[src/rtl/biu_pkg.sv]
// Shared types for the bus interface unit: the channel identifier and the
// tag that travels alongside each accepted request while memory responds.
package biu_pkg;

  typedef enum logic {
    CH_IFU = 1'b0,
    CH_LSU = 1'b1
  } ch_e;

  typedef struct packed {
    logic vld;
    ch_e  ch;
    logic is_write;
  } tag_t;

endpackage

[src/rtl/biu_rsp_fifo.sv]
// Per-channel response FIFO.
// Ports: clk, rst (sync, active high); push_i/data_i write side;
//        pop_i/data_o read side (data_o is the head, 0 when empty);
//        count_o current occupancy.
module biu_rsp_fifo #(
  parameter int unsigned DW        = 32,
  parameter int unsigned RSP_DEPTH = 2
) (
  input  logic                           clk,
  input  logic                           rst,
  input  logic                           push_i,
  input  logic [DW-1:0]                  data_i,
  input  logic                           pop_i,
  output logic [DW-1:0]                  data_o,
  output logic [$clog2(RSP_DEPTH+1)-1:0] count_o
);

  localparam int unsigned PW = $clog2(RSP_DEPTH);
  localparam int unsigned CW = $clog2(RSP_DEPTH + 1);

  logic [DW-1:0] mem_q [RSP_DEPTH];
  logic [PW-1:0] wr_ptr_q;
  logic [PW-1:0] rd_ptr_q;
  logic [CW-1:0] count_q;
  logic          do_pop;

  assign do_pop  = pop_i && (count_q != '0);
  assign data_o  = (count_q != '0) ? mem_q[rd_ptr_q] : '0;
  assign count_o = count_q;

  // Storage carries no reset; emptiness is tracked by count_q alone.
  always_ff @(posedge clk) begin
    if (push_i) begin
      mem_q[wr_ptr_q] <= data_i;
    end
  end

  // Pointers wrap naturally because the depth is a power of two.
  always_ff @(posedge clk) begin
    if (rst) begin
      wr_ptr_q <= '0;
      rd_ptr_q <= '0;
      count_q  <= '0;
    end else begin
      if (push_i) begin
        wr_ptr_q <= wr_ptr_q + PW'(1);
      end
      if (do_pop) begin
        rd_ptr_q <= rd_ptr_q + PW'(1);
      end
      case ({push_i, do_pop})
        2'b10:   count_q <= count_q + CW'(1);
        2'b01:   count_q <= count_q - CW'(1);
        default: count_q <= count_q;
      endcase
      // Upstream credit accounting must never let a push hit a full FIFO.
      assert (!(push_i && (count_q == CW'(RSP_DEPTH)) && !do_pop));
    end
  end

endmodule

[src/rtl/biu_arb.sv]
// Bus interface unit arbiter: round-robin between instruction fetch and
// load/store requests onto one memory port, tracks each accepted request
// through a MEM_LAT-deep tag pipeline and returns responses in order per
// channel through independent response FIFOs.
// Ports: clk, rst (sync, active high);
//        ifu2biu_req_* / biu2ifu_rsp_*  fetch request / instruction return;
//        lsu2biu_req_* / biu2lsu_rsp_*  load-store request / data return;
//        addr, wdata, wen, wstrb, rdata  memory port.
module biu_arb
  import biu_pkg::*;
#(
  parameter int unsigned AW        = 32,
  parameter int unsigned DW        = 32,
  parameter int unsigned MEM_LAT   = 1,
  parameter int unsigned RSP_DEPTH = 2
) (
  input  logic            clk,
  input  logic            rst,
  input  logic            ifu2biu_req_vld,
  output logic            ifu2biu_req_rdy,
  input  logic [AW-1:0]   ifu2biu_req_pc,
  output logic            biu2ifu_rsp_vld,
  input  logic            biu2ifu_rsp_rdy,
  output logic [DW-1:0]   biu2ifu_rsp_inst,
  input  logic            lsu2biu_req_vld,
  output logic            lsu2biu_req_rdy,
  input  logic [AW-1:0]   lsu2biu_req_addr,
  input  logic            lsu2biu_req_wen,
  input  logic [DW-1:0]   lsu2biu_req_wdata,
  input  logic [DW/8-1:0] lsu2biu_req_wstrb,
  output logic            biu2lsu_rsp_vld,
  input  logic            biu2lsu_rsp_rdy,
  output logic [DW-1:0]   biu2lsu_rsp_rdata,
  output logic [AW-1:0]   addr,
  input  logic [DW-1:0]   rdata,
  output logic [DW-1:0]   wdata,
  output logic            wen,
  output logic [DW/8-1:0] wstrb
);

  localparam int unsigned CW  = $clog2(RSP_DEPTH + 1);
  localparam int unsigned CW1 = CW + 1;

  logic [CW-1:0] ifu_cnt, lsu_cnt;
  logic [CW-1:0] ifu_infl_q, ifu_infl_d;
  logic [CW-1:0] lsu_infl_q, lsu_infl_d;
  ch_e           last_q, last_d;
  tag_t          tag_q [MEM_LAT];
  tag_t          tag_new, tag_out;
  logic          ifu_req, lsu_req, ifu_gnt, lsu_gnt;
  logic          ifu_push, lsu_push;
  logic [DW-1:0] push_data, ifu_head, lsu_head;

  // A channel may request only while buffered + in-flight responses leave room.
  assign ifu_req = !rst && ifu2biu_req_vld &&
                   ((CW1'(ifu_cnt) + CW1'(ifu_infl_q)) < CW1'(RSP_DEPTH));
  assign lsu_req = !rst && lsu2biu_req_vld &&
                   ((CW1'(lsu_cnt) + CW1'(lsu_infl_q)) < CW1'(RSP_DEPTH));

  // On a tie the channel not granted last wins.
  assign lsu_gnt = lsu_req && (!ifu_req || (last_q == CH_IFU));
  assign ifu_gnt = ifu_req && !lsu_gnt;

  assign ifu2biu_req_rdy = ifu_gnt;
  assign lsu2biu_req_rdy = lsu_gnt;

  // Memory port carries the winner; everything is zero when nothing transfers.
  assign addr  = lsu_gnt ? lsu2biu_req_addr : (ifu_gnt ? ifu2biu_req_pc : '0);
  assign wen   = lsu_gnt && lsu2biu_req_wen;
  assign wdata = lsu_gnt ? lsu2biu_req_wdata : '0;
  assign wstrb = lsu_gnt ? lsu2biu_req_wstrb : '0;

  assign tag_new = '{vld: ifu_gnt || lsu_gnt,
                     ch: (lsu_gnt ? CH_LSU : CH_IFU),
                     is_write: wen};

  // The tag leaves the pipe in the cycle its rdata is valid.
  assign tag_out   = tag_q[MEM_LAT-1];
  assign ifu_push  = tag_out.vld && (tag_out.ch == CH_IFU);
  assign lsu_push  = tag_out.vld && (tag_out.ch == CH_LSU);
  assign push_data = tag_out.is_write ? '0 : rdata;

  // In-flight counters and round-robin pointer next state.
  always_comb begin
    ifu_infl_d = ifu_infl_q;
    lsu_infl_d = lsu_infl_q;
    last_d     = last_q;
    if (ifu_gnt)  ifu_infl_d = ifu_infl_d + CW'(1);
    if (ifu_push) ifu_infl_d = ifu_infl_d - CW'(1);
    if (lsu_gnt)  lsu_infl_d = lsu_infl_d + CW'(1);
    if (lsu_push) lsu_infl_d = lsu_infl_d - CW'(1);
    if (lsu_gnt) begin
      last_d = CH_LSU;
    end else if (ifu_gnt) begin
      last_d = CH_IFU;
    end
  end

  // Reset points the round-robin at IFU so LSU wins the first tie.
  always_ff @(posedge clk) begin
    if (rst) begin
      ifu_infl_q <= '0;
      lsu_infl_q <= '0;
      last_q     <= CH_IFU;
      for (int i = 0; i < MEM_LAT; i++) begin
        tag_q[i] <= '0;
      end
    end else begin
      ifu_infl_q <= ifu_infl_d;
      lsu_infl_q <= lsu_infl_d;
      last_q     <= last_d;
      tag_q[0]   <= tag_new;
      for (int i = 1; i < MEM_LAT; i++) begin
        tag_q[i] <= tag_q[i-1];
      end
    end
  end

  biu_rsp_fifo #(.DW(DW), .RSP_DEPTH(RSP_DEPTH)) u_ifu_fifo (
    .clk     (clk),
    .rst     (rst),
    .push_i  (ifu_push),
    .data_i  (push_data),
    .pop_i   (biu2ifu_rsp_vld && biu2ifu_rsp_rdy),
    .data_o  (ifu_head),
    .count_o (ifu_cnt)
  );

  biu_rsp_fifo #(.DW(DW), .RSP_DEPTH(RSP_DEPTH)) u_lsu_fifo (
    .clk     (clk),
    .rst     (rst),
    .push_i  (lsu_push),
    .data_i  (push_data),
    .pop_i   (biu2lsu_rsp_vld && biu2lsu_rsp_rdy),
    .data_o  (lsu_head),
    .count_o (lsu_cnt)
  );

  // Responses are suppressed while reset is held.
  assign biu2ifu_rsp_vld   = !rst && (ifu_cnt != '0);
  assign biu2ifu_rsp_inst  = rst ? '0 : ifu_head;
  assign biu2lsu_rsp_vld   = !rst && (lsu_cnt != '0);
  assign biu2lsu_rsp_rdata = rst ? '0 : lsu_head;

endmodule

[config.mk]
export PLATFORM = sky130hd
export DESIGN_NAME = biu_arb
export DESIGN_NICKNAME = d
export VERILOG_FILES = /design/src/rtl/biu_pkg.sv /design/src/rtl/biu_rsp_fifo.sv /design/src/rtl/biu_arb.sv
export SDC_FILE = /design/constraint.sdc
export NUM_CORES = 1
export LEC_CHECK = 0
export ABC_AREA = 0
export CELL_PAD_IN_SITES_DETAIL_PLACEMENT = 0
export CELL_PAD_IN_SITES_GLOBAL_PLACEMENT = 1
export CORE_UTILIZATION = 36
export CTS_BUF_LIST = sky130_fd_sc_hd__clkbuf_4 sky130_fd_sc_hd__clkbuf_8
export CTS_CLUSTER_DIAMETER = 120
export DETAILED_ROUTE_END_ITERATION = 6
export GPL_ROUTABILITY_DRIVEN = 0
export PLACE_DENSITY = 0.87
export SLEW_MARGIN = 10
export SYNTH_ARGS = -nofsm -noshare
export SYNTH_HDL_FRONTEND = slang
export SYNTH_SLANG_ARGS = --single-unit
[constraint.sdc]
create_clock -name clk -period 7.13 [get_ports clk]
set_clock_uncertainty 0.05 [all_clocks]
set_input_delay 1.7825 -clock clk [delete_from_list [all_inputs] [get_ports clk]]
set_output_delay 1.7825 -clock clk [all_outputs]
set_load 0.05 [all_outputs]
Word-level counts from Yosys, hierarchy flattened

Memory sizes are Yosys's and may differ from the RTL's. A register that Yosys moved wholly into a read port is not among the register bits.
Index checks and enable logic that the tools add are counted.

Register bits: 13
Bits in writable memories: 131
Input bits: 139
Logic and storage cells: 91
Memories: 3

Memories:

| name             | words | width | read ports | clocked after Yosys merged registers in | write ports | line               | RTL |
|---|---|---|---|---|---|---|---|
| u_ifu_fifo.mem_q | 2     | 32    | 1          | 1                                       | 1           | biu_rsp_fifo.sv:21 | `logic [DW-1:0] mem_q [RSP_DEPTH];` |
| u_lsu_fifo.mem_q | 2     | 32    | 1          | 1                                       | 1           | biu_rsp_fifo.sv:21 |  |
| tag_q            | 1     | 3     | 1          | 0                                       | 1           | biu_arb.sv:48      | `tag_t tag_q [MEM_LAT];` |

Add/sub/neg operators: 14
Order comparisons: 2
Equal/unequal tests: 4
Multiplexer cells: 31
Bitwise operators: 2
Reductions and logical operators: 26

Operators by type and width:

| cell                                                       | count |
|---|---|
| 2-to-1 mux 32 bit                                          | 8 |
| logical AND 1 bit                                          | 15 |
| 2-to-1 mux 1 bit                                           | 15 |
| nonzero test 2 bit                                         | 5 |
| adder 2 x 1 -> 2 bit, second input constant                | 4 |
| 2-to-1 mux 2 bit                                           | 4 |
| one-hot mux 2 bit (2 select lines)                         | 2 |
| subtractor 2 x 1 -> 2 bit, second input constant           | 4 |
| adder 2 x 2 -> 3 bit                                       | 2 |
| less-than comparator 3 x 2 -> 1 bit, second input constant | 2 |
| adder 1 bit, second input constant                         | 4 |
| == test 2 x 1 -> 1 bit, second input constant              | 2 |
| == test 2 bit, second input constant                       | 2 |
| 2-to-1 mux 4 bit                                           | 1 |
| zero test 1 bit                                            | 3 |
| 2-to-1 mux 3 bit                                           | 1 |
| OR reduction 3 bit                                         | 1 |
| logical OR 1 bit                                           | 2 |
| NOT 1 bit                                                  | 2 |

Longest topological paths before layout

Gate-level depths: netlist (run 1).

Depth in word-level cells: 11
Mapped depth: 9

By module

From an unflattened synthesis (run 1), not the netlist that was laid out.

Cells, all modules: 593
Area total of the unflattened synthesis: 7,013.0 um^2

Modules (own cells, without submodules):

| module       | times used | cells an instance | area an instance (um^2) | seq. area each (um^2) |
|---|---|---|---|---|
| biu_rsp_fifo | 2          | 158               | 2,610.0                 | 2,021.9 |
| biu_arb      | 1          | 277               | 1,793.0                 | 160.2 |

Least setup slack after synthesis (run 1)

No wires, ideal clock.

Path type: input-to-output
From: input port lsu2biu_req_vld
To: output port wdata[25]
Arrival time: 3,559 ps
Path slack: 1,739 ps
Cell stages on the path: 5
Cell sequence: or3b_1 buf_6 nor3_4 clkbuf_1 and2_1

Cells in the longest elaborated chain, start to end: 4

Ends and longest elaborated chain:

| element                        | line          | RTL |
|---|---|---|
| from (decl)                    | biu_arb.sv:25 | `input logic lsu2biu_req_vld,` |
| logical AND 1 bit (2 in a row) | biu_arb.sv:57 | `assign lsu_req = !rst && lsu2biu_req_vld &&` |
| logical AND 1 bit              | biu_arb.sv:61 | `assign lsu_gnt = lsu_req && (!ifu_req \|\| (last_q == CH_IFU));` |
| named net lsu2biu_req_rdy      | biu_arb.sv:26 | `output logic lsu2biu_req_rdy,` |
| 2-to-1 mux 32 bit              | biu_arb.sv:70 | `assign wdata = lsu_gnt ? lsu2biu_req_wdata : '0;` |
| to (decl)                      | biu_arb.sv:36 | `output logic [DW-1:0] wdata,` |

The timed path passes the listed nets, and every way through them passes these cells.

Worst setup path in the final report (run 1)

From: input port lsu2biu_req_vld
To: output port addr[6]

Cells in the longest elaborated chain, start to end: 7

Ends and longest elaborated chain:

| element                          | line          | RTL |
|---|---|---|
| logical AND 1 bit * (2 in a row) | biu_arb.sv:57 |  |
| logical AND 1 bit *              | biu_arb.sv:61 |  |
| zero test 1 bit                  | biu_arb.sv:62 | `assign ifu_gnt = ifu_req && !lsu_gnt;` |
| logical AND 1 bit                | biu_arb.sv:62 |  |
| 2-to-1 mux 32 bit                | biu_arb.sv:68 | `assign addr = lsu_gnt ? lsu2biu_req_addr : (ifu_gnt ? ifu2biu_req_pc : '0);` |
| 2-to-1 mux 32 bit *              | biu_arb.sv:68 |  |
| to (decl)                        | biu_arb.sv:34 | `output logic [AW-1:0] addr,` |

Mark *: on every way between the ends. The rest lies on a longest branch, timed or not.

==> metrics.yaml, run 1 <==
status:
  outcome: "finished clean"
detailed_routing:
  drtIter0Drc: 298
  drcViolationCount: 0
  wl_per_cell_um: 17.2
  drt-pass1-iter-count: 4
  vias: 4873
  drt-total-wl_um: 17500
  antenna_left: 0
  viasPerCell: 4.81
power:
  p_seq_share_pct: 42.0
  share_comb_of_total_power_pct: 35.5
  ir_drop_v: 0.000119
  switching_share_pct: 36.2
  power.density_mw_per_mm2: 261
  internal-power_w: 0.00164
  net-switching-power_w: 0.000928
  fin_total_pwr_w: 0.00256
  clkPwrFrac_pct: 22.5
  leakagePower_nw: 3.30
timing:
  tns_ns: 0
  final_hold_viol_count: 0
  setup_viol: 0
  min_period_ns: 6.51
  max_freq_mhz: 154
  drv_slew: 0
  max_slew_margin_pct: 21.6
  worst_pin_slew_ns: 1.18
  rsz0062_at_grt: "false"
  finalCritPeriodShare_pct: 91.3
synthesis:
  yosysMostFrequentCell: "edfxtp_1"
  synth-main-ff-cell: "edfxtp_1"
  synth.area.top_cells: "edfxtp_1 (59%), mux2i_1 (10%), nor2_1 (6.6%), dfxtp_1 (5.5%), and2_1 (4.2%)"
  yosysSeqAreaShare_pct: 64.4
  yosysWarnings: 0
  synthCells: 515
  synth_largest_area_cell: "edfxtp_1"
  avgSynthCellArea_sq_um: 12.7
  synthesis.nets: 658
  synth_seq_cells: 146
  async_flop_share_pct: 0
  synth_edf_count: 128
  synth_cell_types: 32
  synth_top_area_share_pct: 58.8
  synth_commonest_cells: "edfxtp_1 (128), nor2_1 (115), mux2i_1 (66), and2_1 (44), nor2b_1 (35)"
  syn_area_sq_mm: 0.00653
clock_network:
  clk_pin_slew_worst_paths_ns: 0.07
  postCtsSetupRepairBufs: 0
  cts_made_buffers: 17
  post_cts_resized: 0
  htreeDepth: 4
  cts_max_path_buffers: 2
  tritoncts: "yes"
  cts_hold_buf: 0
  root_buffer: "clkbuf_8"
  clk_latency_ns: 0.44
  clock_sinks: 146
floorplan:
  core_sq_mm: 0.0175
  row_count: 48
  die_w_um: 137
  die-area_sq_mm: 0.0187
  fp.dieH_um: 137
  start_util_pct: 37.3
  io_pins: 276
placement:
  io_buffers: 275
  placed_area_sq_mm: 0.00947
  hpwl_um: 11800
global_route:
  grt_start_max_net_pins: 56
  antenna_found_initial: 0
  overflow: 0
  grt_pass1_vias: 5158
  grt_pass1_wl_um: 26800
  grt_util_all_layers_pct: 19.5
critical_path:
  crit_fanout: 35
  path_class: "input port to output pin"
  slowest_delay_ns: 0.93
  crit_path_frequent_cell: "clkdlybuf4s50_1"
  cp-end-kind: "output pin"
  rrSetupSlack_ns: 4.04
  worstPathCellList: "clkdlybuf4s50_1 -> or3b_1 -> o211a_1 -> a22oi_1 -> nor2_1 -> clkdlybuf4s50_1"
  crit_arrival_ns: 4.68
  required_ns: 5.30
  startpoint_type: "input port"
  slowest_stage: "o211a_1"
  worstPathBufferInverterCount: 2
  cp_top_family: "buffers and inverters"
layout:
  final_nets: 919
  fin_area_sq_mm: 0.00983
  area_growth_pct: 50.5
  n_antenna_cell: 0
  final_layout_size_suffix_gt1_share_pct: 5.83
worst_hold_path:
  hold_class: "flop to flop"
flow_run:
  drv_cap: 0
[registers in the layout, indices dropped and copies added, names as in the netlist, 2 cells and up, named ones only]
name,flops
u_lsu_fifo.count_o,2
tag_q,3
lsu_infl_q,2
u_ifu_fifo.count_o,2
ifu_infl_q,2
u_lsu_fifo.mem_q,64
u_ifu_fifo.mem_q,64
[kinds of logic after synthesis]
kind of cell | synth area share, %
DFF | 64.4
xor gates and xnor gates | 1.61
muxes | 10.5
buffers and inverters | 2.70
and+or+nand+nor | 15.3
AOI/OAI and AO/OA | 4.56
adders and majority gates | 0.996
[power by group through the flow]
| stage | Clock [W] | Combinational, W | Sequential (W) |
|---|---|---|---|
| final | 0.000577 | 0.000911 | 0.00108 |
| after floorplan | 0 | 0.000618 | 0.00106 |
| after global placement | 0 | 0.000903 | 0.00109 |
| after global routing | 0.000632 | 0.000969 | 0.00109 |
| after CTS | 0.000594 | 0.000920 | 0.00108 |
| after detailed placement | 0 | 0.000915 | 0.00110 |
[stage by stage]
stage / setup WS (ns) / hold WS [ns] / utilization [%] / cells
2_1_floorplan: 1.74 / 0.393 / - / 515
3_3_place_gp: 0.768 / 0.408 / 54.0 / 982
5_1_grt: 0.416 / 0.467 / 56.1 / 1014
4_1_cts: 0.630 / 0.434 / 56.1 / 1014
6_report: 0.621 / 0.434 / 56.1 / 1014
3_5_place_dp: 0.643 / 0.419 / 54.0 / 982
[worst reg2reg max path, cell delays in order, from the launching register on]
cell and delay [ns]:
dfxtp_1 0.45, and2_1 0.18, fa_1 0.41, or3b_1 0.51, o211a_1 0.69, mux2i_1 0.34
mux2_1 0.33
[layout by cell type (no fill, tap or decap), types with 2 or more instances in the layout]
cell	instances
nor2b_1	35
a21oi_1	3
fa_1	2
nand2_1	2
xor2_1	3
inv_1	4
mux2i_1	66
edfxtp_1	128
clkinv_1	2
nor2_1	111
clkbuf_8	17
clkdlybuf4s50_1	274
nor2_4	3
xnor2_1	9
a22oi_1	32
dfxtp_2	2
inv_6	2
and2_1	44
dfxtp_1	16
or3_1	2
clkinvlp_4	4
ha_1	2
o21ai_0	2
o21bai_4	2
buf_4	3
clkinv_2	4
[routing by layer]
metal / GRT usage (%) / wire length [um] / vias up
li1: - / - / 2335
met1: 22.6 / 7200 / 2327
met2: 33.9 / 8820 / 184
met3: 6.19 / 1130 / 27
met4: 6.42 / 335 / 0
met5: 0 / 0 / -
[cell type report]
cell class,count,area (sq um)
Clock buffer,18,241
Clock inverter,14,114
Fill cell,1434,7710
Tap cell,225,282
Multi-Input combinational cell,329,2200
Sequential cell,146,4210
Inverter,4,15.0
Timing Repair Buffer,278,2770
[worst paths after layout]
check | cells past startpoint | startpoint | end
hold / removal | 2 | last_q$_SDFFE_PP0P_ | last_q$_SDFFE_PP0P_
setup / recovery | 6 | lsu2biu_req_vld | addr[6]
setup reg to reg | 6 | u_lsu_fifo.count_o[0]$_SDFFE_PP0P_ | ifu_infl_q[1]$_SDFF_PP0_
hold reg to reg | 2 | last_q$_SDFFE_PP0P_ | last_q$_SDFFE_PP0P_
Power figures use the tool's default switching activity.
==> run 2, diff against run 1 <==
Settings changed: RECOVER_POWER set to 50.
==> run 2 against run 1 <==
Against the previous run:
- the run now ends with capacitance limit, slew limit left
- critical endpoint unchanged
- cell count did not move
- flip-flop and latch count is the same
- maximum frequency is essentially flat
- highest routed layer unchanged
- utilization is 0.14 points lower
- clock-buffer cell count is the same
- worst hold slack about the same
==> metrics.yaml, run 2 (synthesis gave the netlist of run 1 again) <==
detailed_routing:
  drt-total-wl_um: 17500
  drcViolationCount: 0
  antenna_left: 0
  drtIter0Drc: 304
  viasPerCell: 4.85
  drt-pass1-iter-count: 4
  wl_per_cell_um: 17.3
  vias: 4919
global_route:
  use_met3_pct: 6.19
  grt_util_all_layers_pct: 19.5
  overflow: 0
  grt_start_max_net_pins: 56
  grt_util_met2_pct: 33.9
  antenna_found_initial: 0
  grt_pass1_wl_um: 26800
  grt_pass1_vias: 5158
  grt-busiest-layer: "met2"
  use_met1_pct: 22.6
timing:
  rsz0062_at_grt: "false"
  max_slew_margin_pct: -113
  worst_pin_slew_ns: 3.18
  drv_slew: 132
  final_hold_viol_count: 0
  max_freq_mhz: 154
  tns_ns: 0
  setup_viol: 0
  min_period_ns: 6.51
  finalCritPeriodShare_pct: 91.3
power:
  power.density_mw_per_mm2: 261
  leakagePower_nw: 3.30
  ir_drop_v: 0.000119
clock_network:
  postCtsSetupRepairBufs: 0
  cts_made_buffers: 17
  root_buffer: "clkbuf_8"
  post_cts_resized: 0
  clk_pin_slew_worst_paths_ns: 0.07
  cts_hold_buf: 0
  cts_max_path_buffers: 2
  clock_sinks: 146
  htreeDepth: 4
  clk_latency_ns: 0.43
  tritoncts: "yes"
critical_path:
  worstPathCellList: "clkdlybuf4s50_1 -> or3b_1 -> o211a_1 -> a22oi_1 -> nor2_1 -> clkdlybuf4s50_1"
  crit_fanout: 35
  slowest_delay_ns: 0.93
  cp_top_family: "buffers and inverters"
  slowest_stage: "o211a_1"
  worstPathBufferInverterCount: 2
  startpoint_type: "input port"
  cp-end-kind: "output pin"
  crit_arrival_ns: 4.68
  crit_path_frequent_cell: "clkdlybuf4s50_1"
  path_class: "input port to output pin"
  required_ns: 5.30
layout:
  final_layout_size_suffix_gt1_share_pct: 5.32
  finalNonFillerCells: 1014
  final_nets: 919
  layout_commonest_cell: "clkdlybuf4s50_1"
  layout_common_cells: "clkdlybuf4s50_1 (254), edfxtp_1 (128), nor2_1 (114)"
  nFillCells: 1436
  n_antenna_cell: 0
  top_regs: "u_ifu_fifo.mem_q x64, u_lsu_fifo.mem_q x64, tag_q x3"
  area_growth_pct: 50.1
flow_run:
  drv_cap: 4
status:
  violations: "capacitance limit, slew limit"
  outcome: "finished with violations"
worst_hold_path:
  hold_class: "flop to flop"
placement:
  hpwl_um: 11800
  io_buffers: 275
  dp.cells: 982
floorplan:
  die-area_sq_mm: 0.0187
  start_util_pct: 37.3
  core_sq_mm: 0.0175
  io_pins: 276
  row_count: 48
  fp.dieH_um: 137
  die_w_um: 137
run 2: cell types whose count changed in the layout (fill, tap and decap cells not counted), sizes merged:
cell	previous run	this run
dlygate4sd3	0	20
clkdlybuf4s50	274	254
run 2: where the power goes:
group | switching, W | internal, W | total [W]
Sequential | 0.0000529 | 0.00103 | 0.00108
Combinational | 0.000571 | 0.000335 | 0.000906
Clock | 0.000301 | 0.000276 | 0.000577
Total | 0.000925 | 0.00164 | 0.00256
run 2: cell type report:
cell class | instances | area, sq um | share of cell area, %
inverters | 4 | 15.0 | 0.153
clock buffers | 18 | 241 | 2.46
well taps | 225 | 282 | 2.87
flip-flops and latches | 146 | 4210 | 42.9
multi-input cells | 329 | 2180 | 22.2
repair buffers | 278 | 2770 | 28.3
clock inverters | 14 | 114 | 1.16
run 2: routing by layer:
layer / vias to the layer above / routed length [um]
li1: 2334 / -
met2: 205 / 8870
met3: 23 / 1210
met1: 2357 / 7150
met4: 0 / 306
met5: - / 0
run 2: worst paths after layout:
kind | startpoint | endpoint | slack [ns] | depth (start not counted)
hold / removal | last_q$_SDFFE_PP0P_ | last_q$_SDFFE_PP0P_ | 0.43 | 2
hold reg to reg | last_q$_SDFFE_PP0P_ | last_q$_SDFFE_PP0P_ | 0.43 | 2
setup / recovery | lsu2biu_req_vld | addr[6] | 0.62 | 6
setup reg to reg | tag_q[0][1]$_SDFF_PP0_ | u_ifu_fifo.mem_q[0][10]$_DFFE_PP_ | 3.67 | 2
run 2: tightest hold or removal path, cell delays in order (launching register included):
cell and delay, ns:
dfxtp_1 0.33, inv_1 0.05, a211oi_1 0.05
run 2: per-stage QoR:
step	power, W	hold slack, ns	cell area [sq um]	util, %	setup slack [ns]
floorplan	0.00168	0.393	6530	-	1.74
global placement	0.00200	0.408	9470	54.0	0.768
detailed placement	0.00201	0.419	9470	54.0	0.643
CTS	0.00259	0.434	9830	56.1	0.630
global route	0.00268	0.467	9810	55.9	0.416
finish	0.00256	0.434	9810	55.9	0.620
==> edit, RTL diff (config.mk and constraints of run 2) <==
Set the parameter `AW` to 64 (it was 32).
--- a/src/rtl/biu_arb.sv
+++ b/src/rtl/biu_arb.sv
@@ -11,3 +11,3 @@
 #(
-  parameter int unsigned AW        = 32,
+  parameter int unsigned AW        = 64,
   parameter int unsigned DW        = 32,
Interface: changed (resized addr, ifu2biu_req_pc and lsu2biu_req_addr); port bits go from 276 to 372. No check against the original RTL was run, so the function may have changed too.
==> edit against run 2 <==
The flow still finishes with violations (max-capacitance violations, max-slew violations). Critical path depth up 1. First-iteration DRC count decreased by 7.6%. Worst setup slack better by 0.14 ns. Total power grew 28%. Area after synthesis rose by 10%. Wire length rose by 37%. Sequential cell count is the same. Highest routed layer unchanged. Critical endpoint is now addr[20]. Cell area is 17% higher.
==> edit: results (changes against run 2) <==
- Status: complete, but fails checks (unchanged)
- Violated checks: max-capacitance violations, max-slew violations (unchanged)
- FILL cells: 1669 (was 1436)
- Final Max Tran Viols: 132 (unchanged)
- Max cap viols: 4 (unchanged)
- Post-Route WL: 24000 um (was 17500 um)
- Antenna violations before repair: 1 (was 0)
- Count of cell types in the netlist: 34 (was 32)
- Peak VDD IR: 0.000121 V (was 0.000119 V)
- PortBufs: 371 (was 275)
- Clock Latency Late Sink: 0.45 ns (was 0.43 ns)
- Worst-path maximum fanout: 12 (was 35)
- Total number of vias: 5892 (was 4919)
- Vias in the first global route: 5753 (was 5158)
- First DRT Iteration DRCs: 281 (was 304)
- Final setup vio count: 0 (unchanged)
- Met2 usage: 38.5% (was 33.9%)
- CP Data Arrival Time: 4.54 ns (was 4.68 ns)
- Crit-path slowest cell: clkdlybuf4s50_1 (was o211a_1)
- Worst rel slew slack: -125% (was -113%)
- Synth top area share: 53.4% (was 58.8%)
- First-pass GRT wire length: 33900 um (was 26800 um)
- Static leakage: 3.88 nW (was 3.30 nW)
- Mapped Nets: 796 (was 658)
- Met3 GRT Util: 5.73% (was 6.19%)
- Largest net degree at the start of global routing: 66 (was 56)
- Cells after Synth: 589 (was 515)
- Fin nets: 1151 (was 919)
- Post-DP HPWL: 17600 um (was 11800 um)
- Syn avg cell area: 12.2 um2 (was 12.7 um2)
- Layout cell share with drive strength beyond 1: 9.82% (was 5.32%)
- All-Layer GR Usage: 22.9% (was 19.5%)
- Drt first pass iters: 5 (was 4)
- CP max stage delay: 0.82 ns (was 0.93 ns)
- Sequential area share after synthesis: 58.4% (was 64.4%)
- Ranking of synthesized cells by area: edfxtp_1, mux2i_1, nor2_1 (unchanged)
- Synth top cells by count: nor2_1, edfxtp_1, mux2i_1 (was edfxtp_1, nor2_1, mux2i_1)
- Root buffer cell: clkbuf_8 (unchanged)
- Reg clk slew, reported paths: 0.09 ns (was 0.07 ns)
-- edit: cell count changes after synthesis, sizes merged --
cell	run 2	this run
a22oi	32	64
buf	14	20
clkbuf	22	26
nor2	115	147
-- edit: worst min-delay path, delay by kind of cell (launching register included) --
family | cells | cell delay [ns]
AOI/OAI and AO/OA | 1 | 0.05
buffers and inverters | 1 | 0.06
DFF | 1 | 0.34
-- edit: metrics by stage --
step / instances / setup slack [ns] / hold slack (ns) / area [um2]
6_report: 1223 / 0.757 / 0.448 / 11500
3_3_place_gp: 1190 / 0.742 / 0.431 / 11100
4_1_cts: 1222 / 0.728 / 0.445 / 11500
5_1_grt: 1223 / 0.608 / 0.483 / 11500
3_5_place_dp: 1190 / 0.738 / 0.432 / 11100
2_1_floorplan: 589 / 1.81 / 0.407 / 7200
-- edit: metal layers --
metal | vias up | wire (um)
met4 | 0 | 259
met1 | 2841 | 10200
li1 | 2803 | -
met5 | - | 0
met2 | 225 | 12000
met3 | 23 | 1580
-- edit: kinds of logic (layout without fill, tap and decap cells) --
logic type	count (synthesis)	after routing	share of synthesized area, %
adders and majority gates	4	4	0.904
AOI/OAI and AO/OA	73	73	10.3
xor gates and xnor gates	12	12	1.46
buffers and inverters	50	418	3.84
DFF	146	146	58.4
and+or+nand+nor	236	236	15.6
muxes	68	68	9.49
other	0	1	0
-- edit: report_power, final --
group          switching (W)  internal [W]
combinational       0.000949      0.000556
sequential         0.0000587       0.00104
clock               0.000338      0.000322
total                0.00135       0.00192
-- edit: layout make-up --
class	count	area, um2	area share, %
diodes	1	2.50	0.0217
clock buffers	17	234	2.03
clock inverters	15	171	1.49
inverters	4	15.0	0.130
multi-input cells	393	2740	23.8
flip-flops and latches	146	4210	36.6
well taps	265	332	2.88
repair buffers	382	3810	33.1
-- edit: final timing paths --
kind	endpoint	slack, ns	cells past startpoint
setup / recovery	addr[20]	0.76	7
hold / removal	last_q$_SDFFE_PP0P_	0.45	2
setup reg to reg	u_ifu_fifo.mem_q[1][18]$_DFFE_PP_	3.51	2
hold reg to reg	last_q$_SDFFE_PP0P_	0.45	2
